[config.mk]
export PLATFORM = sky130hd
export DESIGN_NAME = bg_tile_fetcher
export DESIGN_NICKNAME = d
export VERILOG_FILES = /design/src/rtl/bg_tile_pkg.sv /design/src/rtl/bg_pixel_shifter.sv /design/src/rtl/bg_tile_fetcher.sv
export SDC_FILE = /design/constraint.sdc
export NUM_CORES = 1
export LEC_CHECK = 0
export BUFFER_PORTS_ARGS = -buffer_cell sky130_fd_sc_hd__buf_2
export CAP_MARGIN = 10
export CORE_ASPECT_RATIO = 1.4
export CORE_MARGIN = 2
export CORE_UTILIZATION = 28
export CTS_CLUSTER_DIAMETER = 50
export CTS_CLUSTER_SIZE = 12
export DETAILED_ROUTE_END_ITERATION = 10
export MAX_ROUTING_LAYER = met4
export PLACE_DENSITY = 0.57
export SETUP_SLACK_MARGIN = 0.2
export SYNTH_ARGS = -nofsm -noshare
export SYNTH_HDL_FRONTEND = slang
export SYNTH_SLANG_ARGS = --single-unit
[constraint.sdc]
create_clock -name i_EMU_MCLK -period 1.8 [get_ports i_EMU_MCLK]
set_input_delay 0.18 -clock i_EMU_MCLK [delete_from_list [all_inputs] [get_ports i_EMU_MCLK]]
set_output_delay 0.18 -clock i_EMU_MCLK [all_outputs]
set_load 0.01 [all_outputs]
[src/rtl/bg_tile_pkg.sv]
// ============================================================================
// Module      : bg_tile_pkg
// Description : Shared types and constants for the background tile fetcher.
//               The BG_TILE_FLIP_EN macro selects the flip-capable build.
// Revision    : 1.0 - initial release
// ============================================================================
`default_nettype none

package bg_tile_pkg;

   typedef enum logic [2:0] {
      ST_IDLE = 3'd0,
      ST_CODE = 3'd1,
      ST_ATTR = 3'd2,
      ST_REQ  = 3'd3,
      ST_WAIT = 3'd4,
      ST_DONE = 3'd5
   } state_t;

   localparam int ATTR_CODE_HI = 7;
   localparam int ATTR_CODE_LO = 6;
   localparam int ATTR_HFLIP   = 5;
   localparam int ATTR_VFLIP   = 4;
   localparam int ATTR_PAL_HI  = 3;

   localparam int ROM_AW_DEF  = 15;
   localparam int VRAM_AW_DEF = 11;
   localparam int GROUP_PIX   = 8;

   // Position of the group being prefetched, wrapping in the 9-bit H space.
   function automatic logic [8:0] next_group_h(input logic [8:0] h);
      return h + 9'(GROUP_PIX);
   endfunction

endpackage

`default_nettype wire

[src/rtl/bg_pixel_shifter.sv]
// ============================================================================
// Module      : bg_pixel_shifter
// Description : 32-bit pattern shifter with flip direction, palette register
//               and blank masking. hflip_i is tied low by the top when
//               BG_TILE_FLIP_EN is undefined.
// Revision    : 1.0 - initial release
// ============================================================================
`default_nettype none

module bg_pixel_shifter (
   input  logic        clk,
   input  logic        rst_n,
   input  logic        pix_en_i,
   input  logic        load_i,
   input  logic [31:0] word_i,
   input  logic [3:0]  palette_i,
   input  logic        hflip_i,
   input  logic        hblank_n_i,
   output logic [3:0]  pixel_o,
   output logic [3:0]  palette_o
);

   logic [31:0] sh_q, sh_d;
   logic        flip_q, flip_d;
   logic [3:0]  pal_q, pal_d;
   logic [3:0]  pix_q, pix_d;
   logic [3:0]  palo_q, palo_d;
   logic [31:0] w_src;

   // The loaded word's first pixel is presented on the load edge itself.
   always_comb begin
      sh_d   = sh_q;
      flip_d = flip_q;
      pal_d  = pal_q;
      pix_d  = pix_q;
      palo_d = palo_q;
      w_src  = sh_q;
      if (pix_en_i) begin
         if (load_i) begin
            flip_d = hflip_i;
            pal_d  = palette_i;
            w_src  = word_i;
         end
         pix_d  = flip_d ? w_src[3:0] : w_src[31:28];
         sh_d   = flip_d ? (w_src >> 4) : (w_src << 4);
         palo_d = pal_d;
      end
      if (!hblank_n_i) begin
         pix_d  = 4'd0;
         palo_d = 4'd0;
      end
   end

   always_ff @(posedge clk or negedge rst_n) begin
      if (!rst_n) begin
         sh_q   <= '0;
         flip_q <= 1'b0;
         pal_q  <= '0;
         pix_q  <= '0;
         palo_q <= '0;
      end else begin
         sh_q   <= sh_d;
         flip_q <= flip_d;
         pal_q  <= pal_d;
         pix_q  <= pix_d;
         palo_q <= palo_d;
      end
   end

   assign pixel_o   = pix_q;
   assign palette_o = palo_q;

endmodule

`default_nettype wire

[src/rtl/bg_tile_fetcher.sv]
// ============================================================================
// Module      : bg_tile_fetcher
// Description : Background tile fetch sequencer, one 8-pixel group ahead of
//               display. Define BG_TILE_FLIP_EN to honour attr h/v flip bits.
// Revision    : 1.0 - initial release
// ============================================================================
`default_nettype none

module bg_tile_fetcher
   import bg_tile_pkg::*;
#(
   parameter int ROM_AW  = ROM_AW_DEF,
   parameter int VRAM_AW = VRAM_AW_DEF
) (
   input  logic               i_EMU_MCLK,
   input  logic               i_EMU_INITRST_n,
   input  logic               i_EMU_CLK6MPCEN_n,
   input  logic [7:0]         i_HSUM,
   input  logic               i_HCARRY,
   input  logic [7:0]         i_VSUM,
   input  logic               i_VCARRY,
   input  logic               i_HBLANK_n,
   output logic [VRAM_AW-1:0] o_VRAM_ADDR,
   input  logic [7:0]         i_VRAM_DATA,
   output logic               o_ROM_RD,
   output logic [ROM_AW-1:0]  o_ROM_ADDR,
   input  logic               i_ROM_RDY,
   input  logic [31:0]        i_ROM_DATA,
   output logic [3:0]         o_PIXEL,
   output logic [3:0]         o_PALETTE,
   output logic               o_UNDERRUN
);

   state_t              state_q;
   logic [VRAM_AW-1:0]  vram_addr_q;
   logic                rom_rd_q;
   logic [ROM_AW-1:0]   rom_addr_q;
   logic [7:0]          code_q;
   logic [7:0]          attr_q;
   logic [31:0]         buf_q;
   logic                underrun_q;

   logic                w_pix_en;
   logic [2:0]          w_phase;
   logic [8:0]          w_h;
   logic [8:0]          w_v;
   logic [8:0]          w_nh;
   logic                w_boundary;
   logic [3:0]          w_row;
   logic                w_hflip;
   logic [31:0]         w_load_word;

   assign w_pix_en   = ~i_EMU_CLK6MPCEN_n;
   assign w_phase    = i_HSUM[2:0];
   assign w_h        = {i_HCARRY, i_HSUM};
   assign w_v        = {i_VCARRY, i_VSUM};
   assign w_nh       = next_group_h(w_h);
   assign w_boundary = w_pix_en && (w_phase == 3'd7);

`ifdef BG_TILE_FLIP_EN
   assign w_row   = w_v[3:0] ^ {4{attr_q[ATTR_VFLIP]}};
   assign w_hflip = attr_q[ATTR_HFLIP];
`else
   logic w_unused_flip;
   assign w_unused_flip = ^attr_q[ATTR_HFLIP:ATTR_VFLIP];
   assign w_row         = w_v[3:0];
   assign w_hflip       = 1'b0;
`endif

   // A group that never reached DONE is shown as transparent.
   assign w_load_word = (state_q == ST_DONE) ? buf_q : 32'd0;

   always_ff @(posedge i_EMU_MCLK or negedge i_EMU_INITRST_n) begin
      if (!i_EMU_INITRST_n) begin
         state_q     <= ST_IDLE;
         vram_addr_q <= '0;
         rom_rd_q    <= 1'b0;
         rom_addr_q  <= '0;
         code_q      <= '0;
         attr_q      <= '0;
         buf_q       <= '0;
         underrun_q  <= 1'b0;
      end else if (w_boundary) begin
         state_q  <= ST_IDLE;
         rom_rd_q <= 1'b0;
         if (state_q != ST_DONE) begin
            underrun_q <= 1'b1;
         end
      end else if (w_pix_en && (w_phase == 3'd1)) begin
         // Unconditional restart keeps the sequencer aligned after scroll jumps.
         state_q     <= ST_CODE;
         rom_rd_q    <= 1'b0;
         vram_addr_q <= VRAM_AW'({w_v[8:4], w_nh[8:4], 1'b0});
      end else begin
         case (state_q)
            ST_CODE: begin
               if (w_pix_en && (w_phase == 3'd2)) begin
                  code_q         <= i_VRAM_DATA;
                  vram_addr_q[0] <= 1'b1;
                  state_q        <= ST_ATTR;
               end
            end
            ST_ATTR: begin
               if (w_pix_en && (w_phase == 3'd3)) begin
                  attr_q  <= i_VRAM_DATA;
                  state_q <= ST_REQ;
               end
            end
            ST_REQ: begin
               rom_rd_q   <= 1'b1;
               rom_addr_q <= ROM_AW'({attr_q[ATTR_CODE_HI:ATTR_CODE_LO], code_q,
                                      w_row, w_nh[3]});
               state_q    <= ST_WAIT;
            end
            ST_WAIT: begin
               if (i_ROM_RDY) begin
                  buf_q    <= i_ROM_DATA;
                  rom_rd_q <= 1'b0;
                  state_q  <= ST_DONE;
               end
            end
            default: begin
               state_q <= state_q;
            end
         endcase
      end
   end

   bg_pixel_shifter u_shifter (
      .clk        (i_EMU_MCLK),
      .rst_n      (i_EMU_INITRST_n),
      .pix_en_i   (w_pix_en),
      .load_i     (w_boundary),
      .word_i     (w_load_word),
      .palette_i  (attr_q[ATTR_PAL_HI:0]),
      .hflip_i    (w_hflip),
      .hblank_n_i (i_HBLANK_n),
      .pixel_o    (o_PIXEL),
      .palette_o  (o_PALETTE)
   );

   assign o_VRAM_ADDR = vram_addr_q;
   assign o_ROM_RD    = rom_rd_q;
   assign o_ROM_ADDR  = rom_addr_q;
   assign o_UNDERRUN  = underrun_q;

endmodule

`default_nettype wire
After elaboration in Yosys (flattened, before gate mapping)
Cells that the tools add are included.
- add/subtract/negate cells: 1
- eq/ne operators: 14
- muxes and demuxes: 24
- bitwise operators: 3
- reduce and logical (&&, ||, !) cells: 17
- operators by type and width (kind ; count):
    $mux 32 ; 3
    $mux 4 ; 6
    $reduce_and 4->1 ; 4
    $mux 3 ; 5
    $eq 3x2->1 const B ; 4
    $ne 4x3->1 const B ; 3
    $pmux 3 s4 ; 1
    $add 9x4->9 const B ; 1
    $eq 3x3->1 const B ; 3
    $mux 1 ; 8
    $eq 3x1->1 const B ; 2
    $reduce_and 2->1 ; 3
    $reduce_and 3->1 ; 2
    $reduce_bool 6->1 ; 1
    $logic_and 1x1->1 ; 4
    $reduce_bool 2->1 ; 2
    $reduce_bool 4->1 ; 1
    $ne 3x3->1 const B ; 1
    $not 1->1 ; 3
    $ne 2x2->1 const B ; 1
    $pmux 1 s2 ; 1
- register bits: 124
- input port bits: 63
- logic and storage cells: 73

Longest topological paths before layout
Gate-level depths: netlist (run 1).
- depth in word-level cells: 7
- gate-level depth with buffers: 7
- mapped depth without buffers: 5

Cells and area by module
Synthesis (run 1) repeated with hierarchy kept, for this count alone.
- cell total of the unflattened synthesis: 445
- area, all modules: 5805.6 um^2
- by module, submodules not included (module ; times used ; cells an instance ; area an instance (um^2) ; seq. area each (um^2)):
    bg_tile_fetcher ; 1 ; 255 ; 3359.5 ; 1926.8
    bg_pixel_shifter ; 1 ; 190 ; 2446.1 ; 1126.1

Worst setup path before layout (run 1)
Ideal clock, no wire load.
- path type: input port to flip-flop
- start: in i_HSUM[2]
- end: reg rom_addr_q[10], in the netlist o_ROM_ADDR[10]
- setup time: 0.125 ns
- arrival: 1.554 ns
- setup slack: 0.121 ns
- cell stages on the path: 7
- path buffers: 3
- cell sequence: buf_2 > nor2b_1 > or3_4 > and3_4 > buf_6 > buf_12 > mux2_4
- longest elaborated chain between the ends: 4
- elaborated cells on any way between the ends: 7
- classes of those cells: eq/ne (2); bitwise (2); reduce/logical (3)
- ends and longest elaborated chain (item ; line ; RTL):
    start, declared ; bg_tile_fetcher.sv:18 ; input logic [7:0] i_HSUM,
    $eq 3x1->1 or $eq 3x3->1 (tied branches) ; bg_tile_fetcher.sv:89, bg_tile_fetcher.sv:58 ;
    $logic_and 1x1->1 (on tied branches) ; bg_tile_fetcher.sv:89, bg_tile_fetcher.sv:58 ;
    $not 1->1 (no source line) ; n/a ;
    $reduce_and 3->1 (no source line) * ; n/a ;
    end signal, assigned ; bg_tile_fetcher.sv:111 ; rom_addr_q <= ROM_AW'({attr_q[ATTR_CODE_HI:ATTR_CODE_LO], code_q,
    end, declared ; bg_tile_fetcher.sv:37 ; logic [ROM_AW-1:0] rom_addr_q;
Mark *: on every way between the ends. The rest lies on a longest branch, timed or not.
A chain may end at the register's enable or synchronous reset.

Worst setup path in the final report (run 1)
- start: reg state_q[2]
- end: reg buf_q[1]
- longest elaborated chain between the ends: 2
- ends and longest elaborated chain (item ; line ; RTL):
    start, declared ; bg_tile_fetcher.sv:34 ; state_t state_q;
    start signal, assigned ; bg_tile_fetcher.sv:123 ; state_q <= state_q;
    $eq 3x3->1 ; bg_tile_fetcher.sv:95 ; case (state_q)
    $reduce_and 4->1 (no source line) ; n/a ;
    end signal, assigned ; bg_tile_fetcher.sv:117 ; buf_q <= i_ROM_DATA;
    end, declared ; bg_tile_fetcher.sv:40 ; logic [31:0] buf_q;
No other way between the ends.

==> metrics.txt, run 1 <==
pwr dens 1280 nW/µm²; VDD IR-drop max 0.000607 V; Finish-stage setup viols 0; mux cell area share after synthesis 0.163; first-pass detailed-route iteration total 5; kind of start point of the critical path flip-flop; Final Util 0.387; Slew HR 0.582; Top Metal Used met4; Post-Synth Simple-Gate Area 0.0785; Tightest Hold Check Type in -> reg; total core area 18500 µm²; EDFF count, synth 0; hold path depth 2; final instance area 7150 µm²; Top FF cell, synth dfrtp_1; Crit. End Element flip-flop; Final Hold Viols 0; post-synthesis sequential area ratio 0.582; global-route wire length before repair 20200 µm; total negative setup slack 0 ps; average cell area after synthesis 12.4 µm²; commonest non-fill, non-tap cell in the layout dfrtp_1; Worst Setup SP state_q[2]$_DFFE_PN0P_; clk buf depth 2; CP delay by family, top flip-flops; Netlist Area Pre-Place 5240 µm²; #FFs+latches synth 122; CP max stage delay 460 ps; WL/cell 16.0 µm; drt drc 0; pin count of the biggest net entering global routing 66; num rows 59; GPL Wtd Cong 0.856; DR WL met3 607 µm; CTS buffer count 17; CP Data Required Time 2090 ps; layout cells sized above 1 0.422; largest fanout on the critical path 8; initial antenna violation count 0; Routed Antenna Nets 0; Worst Skew 6.75 ps; complex-gate fraction of the synthesized area 0.138; routed length on met1 5210 µm; Total GRT Usage 0.132; cells after synthesis 421; die width 120 µm; IO Pins 99; Static Leak 3.29 nW; Final HPWL DP 8900 µm; Final #Nets 629; outcome complete, no violations; CTS tree yes; worst-case reg-to-reg path depth 6; diode count 0; Syn Nets 485; final slew viol count 0; launching point of the worst reg2reg path state_q[2]$_DFFE_PN0P_; Synthesis Warnings 0; Post-Synth Adder-Cell Area 0.00239; clock transition at the registers of the reported paths 60 ps; grt ovf 0; Cell variety after synth 42; Buf/Inv on CP 2; met2 wire len 7190 µm; routed wire length 13200 µm; Crit-path slowest cell dfrtp_2; buffers added on ports 98; main combinational cell family by area after synthesis multiplexers; clock insertion delay at the later pin of the skew report 410 ps; Die Height 166 µm; post-synthesis async set-or-reset flop share 1.00; vias in the first global route 4004; DR iter-0 viols 260; FMAX 624 MHz; Placed Area 6090 µm²; vias per cell 4.75; clock sinks 122; Vias 3905; clk root buf clkbuf_16; Worst-Margin Slew 627 ps; Stages on worst setup path 6; min Tclk post-route 1600 ps; RSZ-0062 raised after global routing true; most frequent cells in the layout dfrtp_1 (119), buf_2 (97), mux2_2 (61); Max Cap Violations 0; crit-path cells nor2b_2, nand2_1, inv_2, nand3_4, clkbuf_16, mux2_2; full die area 19800 µm²; worst path arrival time 1890 ps; H-tree depth 4; Initial Util 0.284; HP Start i_ROM_DATA[4]; final period utilization 0.890; Area Growth Syn to Fin 36.4%; critical path class reg -> reg; Post-Synth XOR/XNOR Area 0.00668
==> registers in the layout, indices dropped and copies added (netlist names) <==
register	count
attr_q	6
buf_q	32
code_q	8
o_ROM_ADDR	15
o_ROM_RD	1
o_UNDERRUN	1
o_VRAM_ADDR	11
state_q	3
u_shifter.flip_q	1
u_shifter.pal_q	4
u_shifter.palette_o	4
u_shifter.pixel_o	4
u_shifter.sh_q	32
==> layout make-up <==
| class | instances | area (µm²) |
|---|---|---|
| Multi-Input combinational cell | 269 | 2100 |
| Timing Repair Buffer | 149 | 1050 |
| Tap cell | 244 | 305 |
| Clock buffer | 17 | 425 |
| Sequential cell | 122 | 3060 |
| Fill cell | 1832 | 11300 |
| Inverter | 6 | 22.5 |
| Clock inverter | 15 | 188 |
==> power by group <==
part | internal [mW] | leakage, nW | total [mW] | switching [mW]
combinational | 1.02 | 1.41 | 1.74 | 0.718
clock | 2.20 | 0.297 | 3.48 | 1.28
sequential | 3.47 | 1.58 | 3.94 | 0.461
==> worst paths after layout <==
kind / end / slack, ps
min in group asynchronous: o_VRAM_ADDR[5]$_DFFE_PN0P_ / 340
hold reg to reg: o_UNDERRUN$_DFFE_PN0P_ / 460
max in group asynchronous: attr_q[6]$_DFFE_PN0P_ / 820
hold / removal: buf_q[4]$_DFFE_PN0P_ / 10
setup / recovery: buf_q[1]$_DFFE_PN0P_ / 200
setup reg to reg: buf_q[1]$_DFFE_PN0P_ / 200
==> cell families (layout without fill, tap and decap cells) <==
| group | Yosys count | after routing |
|---|---|---|
| buf+inv | 31 | 187 |
| fa+ha+maj | 1 | 1 |
| simple gates | 83 | 84 |
| xor+xnor | 4 | 4 |
| mux | 73 | 73 |
| compound gates | 107 | 107 |
| flops | 122 | 122 |
==> cell usage after synthesis (all sizes together), types with 3 or more instances <==
library cell / count / area (µm²)
dfrtp: 122 / 3050
mux2: 70 / 822
a22oi: 48 / 360
nand2: 40 / 150
o21ai: 33 / 165
clkbuf: 15 / 56.3
buf: 10 / 76.3
nor2: 10 / 37.5
a21oi: 8 / 40.0
nand2b: 8 / 52.6
inv: 6 / 22.5
nand3: 6 / 30.0
and2: 5 / 31.3
nor2b: 5 / 31.3
o221ai: 5 / 43.8
o211a: 4 / 40.0
mux2i: 3 / 30.0
==> through the flow <==
step           hold WS, ps  instances  power (mW)  worst slack (ps)
6_report              11.5        822        9.15               199
3_5_place_dp           240        754        5.55              41.5
2_1_floorplan         -116        421        4.89               163
3_3_place_gp           223        754        5.45              72.1
5_1_grt              0.347        822        9.62               145
4_1_cts             0.0611        813        9.14               137
==> metal layers <==
layer	GRT usage	vias to the layer above
li1	-	1826
met2	0.237	112
met4	0.0368	0
met1	0.145	1954
met3	0.0309	13
met5	-	-
==> worst reg2reg max path, delay by kind of cell (launching register included) <==
kind | cells | cell delay [ps]
DFF | 1 | 460
and+or+nand+nor | 3 | 430
muxes | 1 | 330
buffers and inverters | 2 | 260
==> timing repair <==
item	in CTS	in global routing
resized for setup	2	15
setup endpoints to repair	29	68
pin swaps	1	5
setup buffers	1	4
cloned	0	5
endpoints found under the hold margin	64	0
hold buffers	26	0
Note: power is estimated with default switching activity, not from simulation.
==> run 2: changes to the inputs <==
--- a/config.mk
+++ b/config.mk
@@ -7,14 +7,15 @@
 export LEC_CHECK = 0
 export BUFFER_PORTS_ARGS = -buffer_cell sky130_fd_sc_hd__buf_2
 export CAP_MARGIN = 10
+export CELL_PAD_IN_SITES_DETAIL_PLACEMENT = 0
+export CELL_PAD_IN_SITES_GLOBAL_PLACEMENT = 1
 export CORE_ASPECT_RATIO = 1.4
 export CORE_MARGIN = 2
 export CORE_UTILIZATION = 28
 export CTS_CLUSTER_DIAMETER = 50
 export CTS_CLUSTER_SIZE = 12
 export DETAILED_ROUTE_END_ITERATION = 10
-export MAX_ROUTING_LAYER = met4
-export PLACE_DENSITY = 0.57
+export PLACE_DENSITY = 0.66
 export SETUP_SLACK_MARGIN = 0.2
 export SYNTH_ARGS = -nofsm -noshare
 export SYNTH_HDL_FRONTEND = slang
==> metrics.txt, run 2 (synthesized netlist as in run 1, its figures left out) <==
PnR worst setup slack 194 ps (was 199 ps); die width 120 µm (unchanged); Buf/Inv on CP 2 (unchanged); min Tclk post-route 1610 ps (was 1600 ps); placed cell count 758 (was 754); H-tree depth 4 (unchanged); clk root buf clkbuf_16 (unchanged); clock transition at the registers of the reported paths 60 ps (about the same); worst path arrival time 1930 ps (was 1890 ps); global-route wire length before repair 21000 µm (was 20200 µm); layout cells sized above 1 0.416 (was 0.422); Vias 3914 (was 3905); Static Leak 3.34 nW (was 3.29 nW); Tightest Hold Check Type in -> reg (unchanged); Final Hold Viols 0 (unchanged); fillers 1776 (was 1832); CP delay by family, top simple AND/OR/NAND/NOR gates (was flip-flops); most frequent cells in the layout dfrtp_1 (120), buf_2 (97), mux2_2 (61) (was dfrtp_1 (119), buf_2 (97), mux2_2 (61)); outcome complete, no violations (unchanged); pwr dens 1270 nW/µm² (was 1280 nW/µm²); Worst-Margin Slew 634 ps (was 627 ps); GPL Wtd Cong 0.847 (was 0.856); Initial Util 0.284 (unchanged); DR iter-0 viols 227 (was 260); Placed Area 6110 µm² (was 6090 µm²); Finish-stage setup viols 0 (unchanged); buffers added on ports 98 (unchanged); clk buf depth 2 (unchanged); initial antenna violation count 0 (unchanged); worst-case reg-to-reg path depth 6 (unchanged); vias per cell 4.72 (was 4.75); IO Pins 99 (unchanged); Area Growth Syn to Fin 38.3% (was 36.4%); launching point of the worst reg2reg path state_q[1]$_DFFE_PN0P_ (was state_q[2]$_DFFE_PN0P_); CTS tree yes (unchanged); clock insertion delay at the later pin of the skew report 410 ps (about the same); Worst Setup EP u_shifter.sh_q[14]$_DFFE_PN0N_ (was buf_q[1]$_DFFE_PN0P_); CP Data Required Time 2120 ps (was 2090 ps); CP max stage delay 420 ps (was 460 ps); Max Cap Violations 0 (unchanged); total negative setup slack 0 ps (unchanged); largest fanout on the critical path 9 (was 8); Crit-path slowest cell dfrtp_1 (was dfrtp_2); RSZ-0062 raised after global routing true (unchanged); CTS buffer count 17 (unchanged); VDD IR-drop max 0.000751 V (was 0.000607 V); reg-to-reg critical path endpoint u_shifter.sh_q[14]$_DFFE_PN0N_ (was buf_q[1]$_DFFE_PN0P_); first-pass detailed-route iteration total 4 (was 5); diode count 0 (unchanged); total core area 18500 µm² (unchanged); Stages on worst setup path 6 (unchanged); Final HPWL DP 8930 µm (was 8900 µm); final std cells w/o fill 830 (was 822); Routed Antenna Nets 0 (unchanged); pin count of the biggest net entering global routing 66 (unchanged); crit-path cells buf_6, nand3b_1, nor2_4, clkbuf_4, a22oi_1, o21ai_0 (was nor2b_2, nand2_1, inv_2, nand3_4, clkbuf_16, mux2_2); routed wire length 13400 µm (was 13200 µm); Worst Setup SP state_q[1]$_DFFE_PN0P_ (was state_q[2]$_DFFE_PN0P_); Die Height 166 µm (unchanged); final instance area 7250 µm² (was 7150 µm²); Slew HR 0.577 (was 0.582); vias in the first global route 4093 (was 4004); critical path class reg -> reg (unchanged); r2r setup slk 190 ps (was 200 ps); clock sinks 122 (unchanged); Crit. End Element flip-flop (unchanged); final slew viol count 0 (unchanged); pre-CTS setup slack 45.6 ps (was 41.5 ps); Worst Skew 9.92 ps (was 6.75 ps); Total GRT Usage 0.136 (was 0.132); full die area 19800 µm² (unchanged); kind of start point of the critical path flip-flop (unchanged); num rows 59 (unchanged); commonest non-fill, non-tap cell in the layout dfrtp_1 (unchanged); FMAX 623 MHz (was 624 MHz); Final #Nets 639 (was 629); WL/cell 16.2 µm (was 16.0 µm); final period utilization 0.892 (was 0.890); drt drc 0 (unchanged); grt ovf 0 (unchanged)
## run 2: power by group
group	total [mW]	internal [mW]	switching, mW
logic	1.75	1.02	0.723
registers	3.93	3.48	0.454
clock network	3.52	2.37	1.15
total	9.20	6.87	2.32
## run 2: metal layers
metal / track usage / wire length, µm / vias to the layer above
li1: - / - / 1848
met1: 0.153 / 5360 / 1942
met2: 0.245 / 7210 / 105
met3: 0.0323 / 565 / 19
met4: 0.0506 / 295 / 0
met5: 0 / 0 / -
## run 2: area by class of cell
cell class                      count  area, µm²  share of cell area
Multi-Input combinational cell    269       2100               0.290
Tap cell                          244        305              0.0421
Inverter                            6       22.5             0.00311
Sequential cell                   122       3060               0.422
Clock buffer                       23        508              0.0701
Clock inverter                      7        113              0.0155
Timing Repair Buffer              159       1140               0.157
## run 2: metrics by stage
| step | utilization | power (mW) | hold slack [ps] |
|---|---|---|---|
| 6_report | 0.393 | 9.20 | 16.9 |
| 5_1_grt | 0.393 | 9.69 | 4.87 |
| 4_1_cts | 0.385 | 9.22 | 2.07 |
| 3_5_place_dp | 0.331 | 5.56 | 225 |
| 3_3_place_gp | 0.331 | 5.47 | 219 |
| 2_1_floorplan | - | 4.89 | -116 |
## run 2: worst min path at each step
stage,from,to,slack [ps],depth (start not counted)
after floorplan,i_EMU_INITRST_n,attr_q[0]$_DFFE_PN0P_,-120,0
after global placement,i_EMU_INITRST_n,o_ROM_ADDR[9]$_DFFE_PN0P_,220,1
after detailed placement,i_EMU_INITRST_n,o_ROM_ADDR[9]$_DFFE_PN0P_,230,1
after CTS,i_ROM_DATA[25],buf_q[25]$_DFFE_PN0P_,2,2
after global routing,i_ROM_DATA[27],buf_q[27]$_DFFE_PN0P_,5,2
final,i_ROM_DATA[27],buf_q[27]$_DFFE_PN0P_,20,2
## run 2: timing repair
action | CTS | global route
resized for setup | 3 | 24
hold endpoints to repair | 70 | 0
pin swaps | 1 | 8
setup buffers | 0 | 2
setup endpoints to repair | 27 | 77
gates cloned | 1 | 4
hold buffers | 35 | 0
## run 2: worst reg2reg max path: stages, from the launching register on
cell and delay (ps):
dfrtp_1 420, buf_6 150, nand3b_1 250, nor2_4 210, clkbuf_4 240, a22oi_1 80, o21ai_0 170
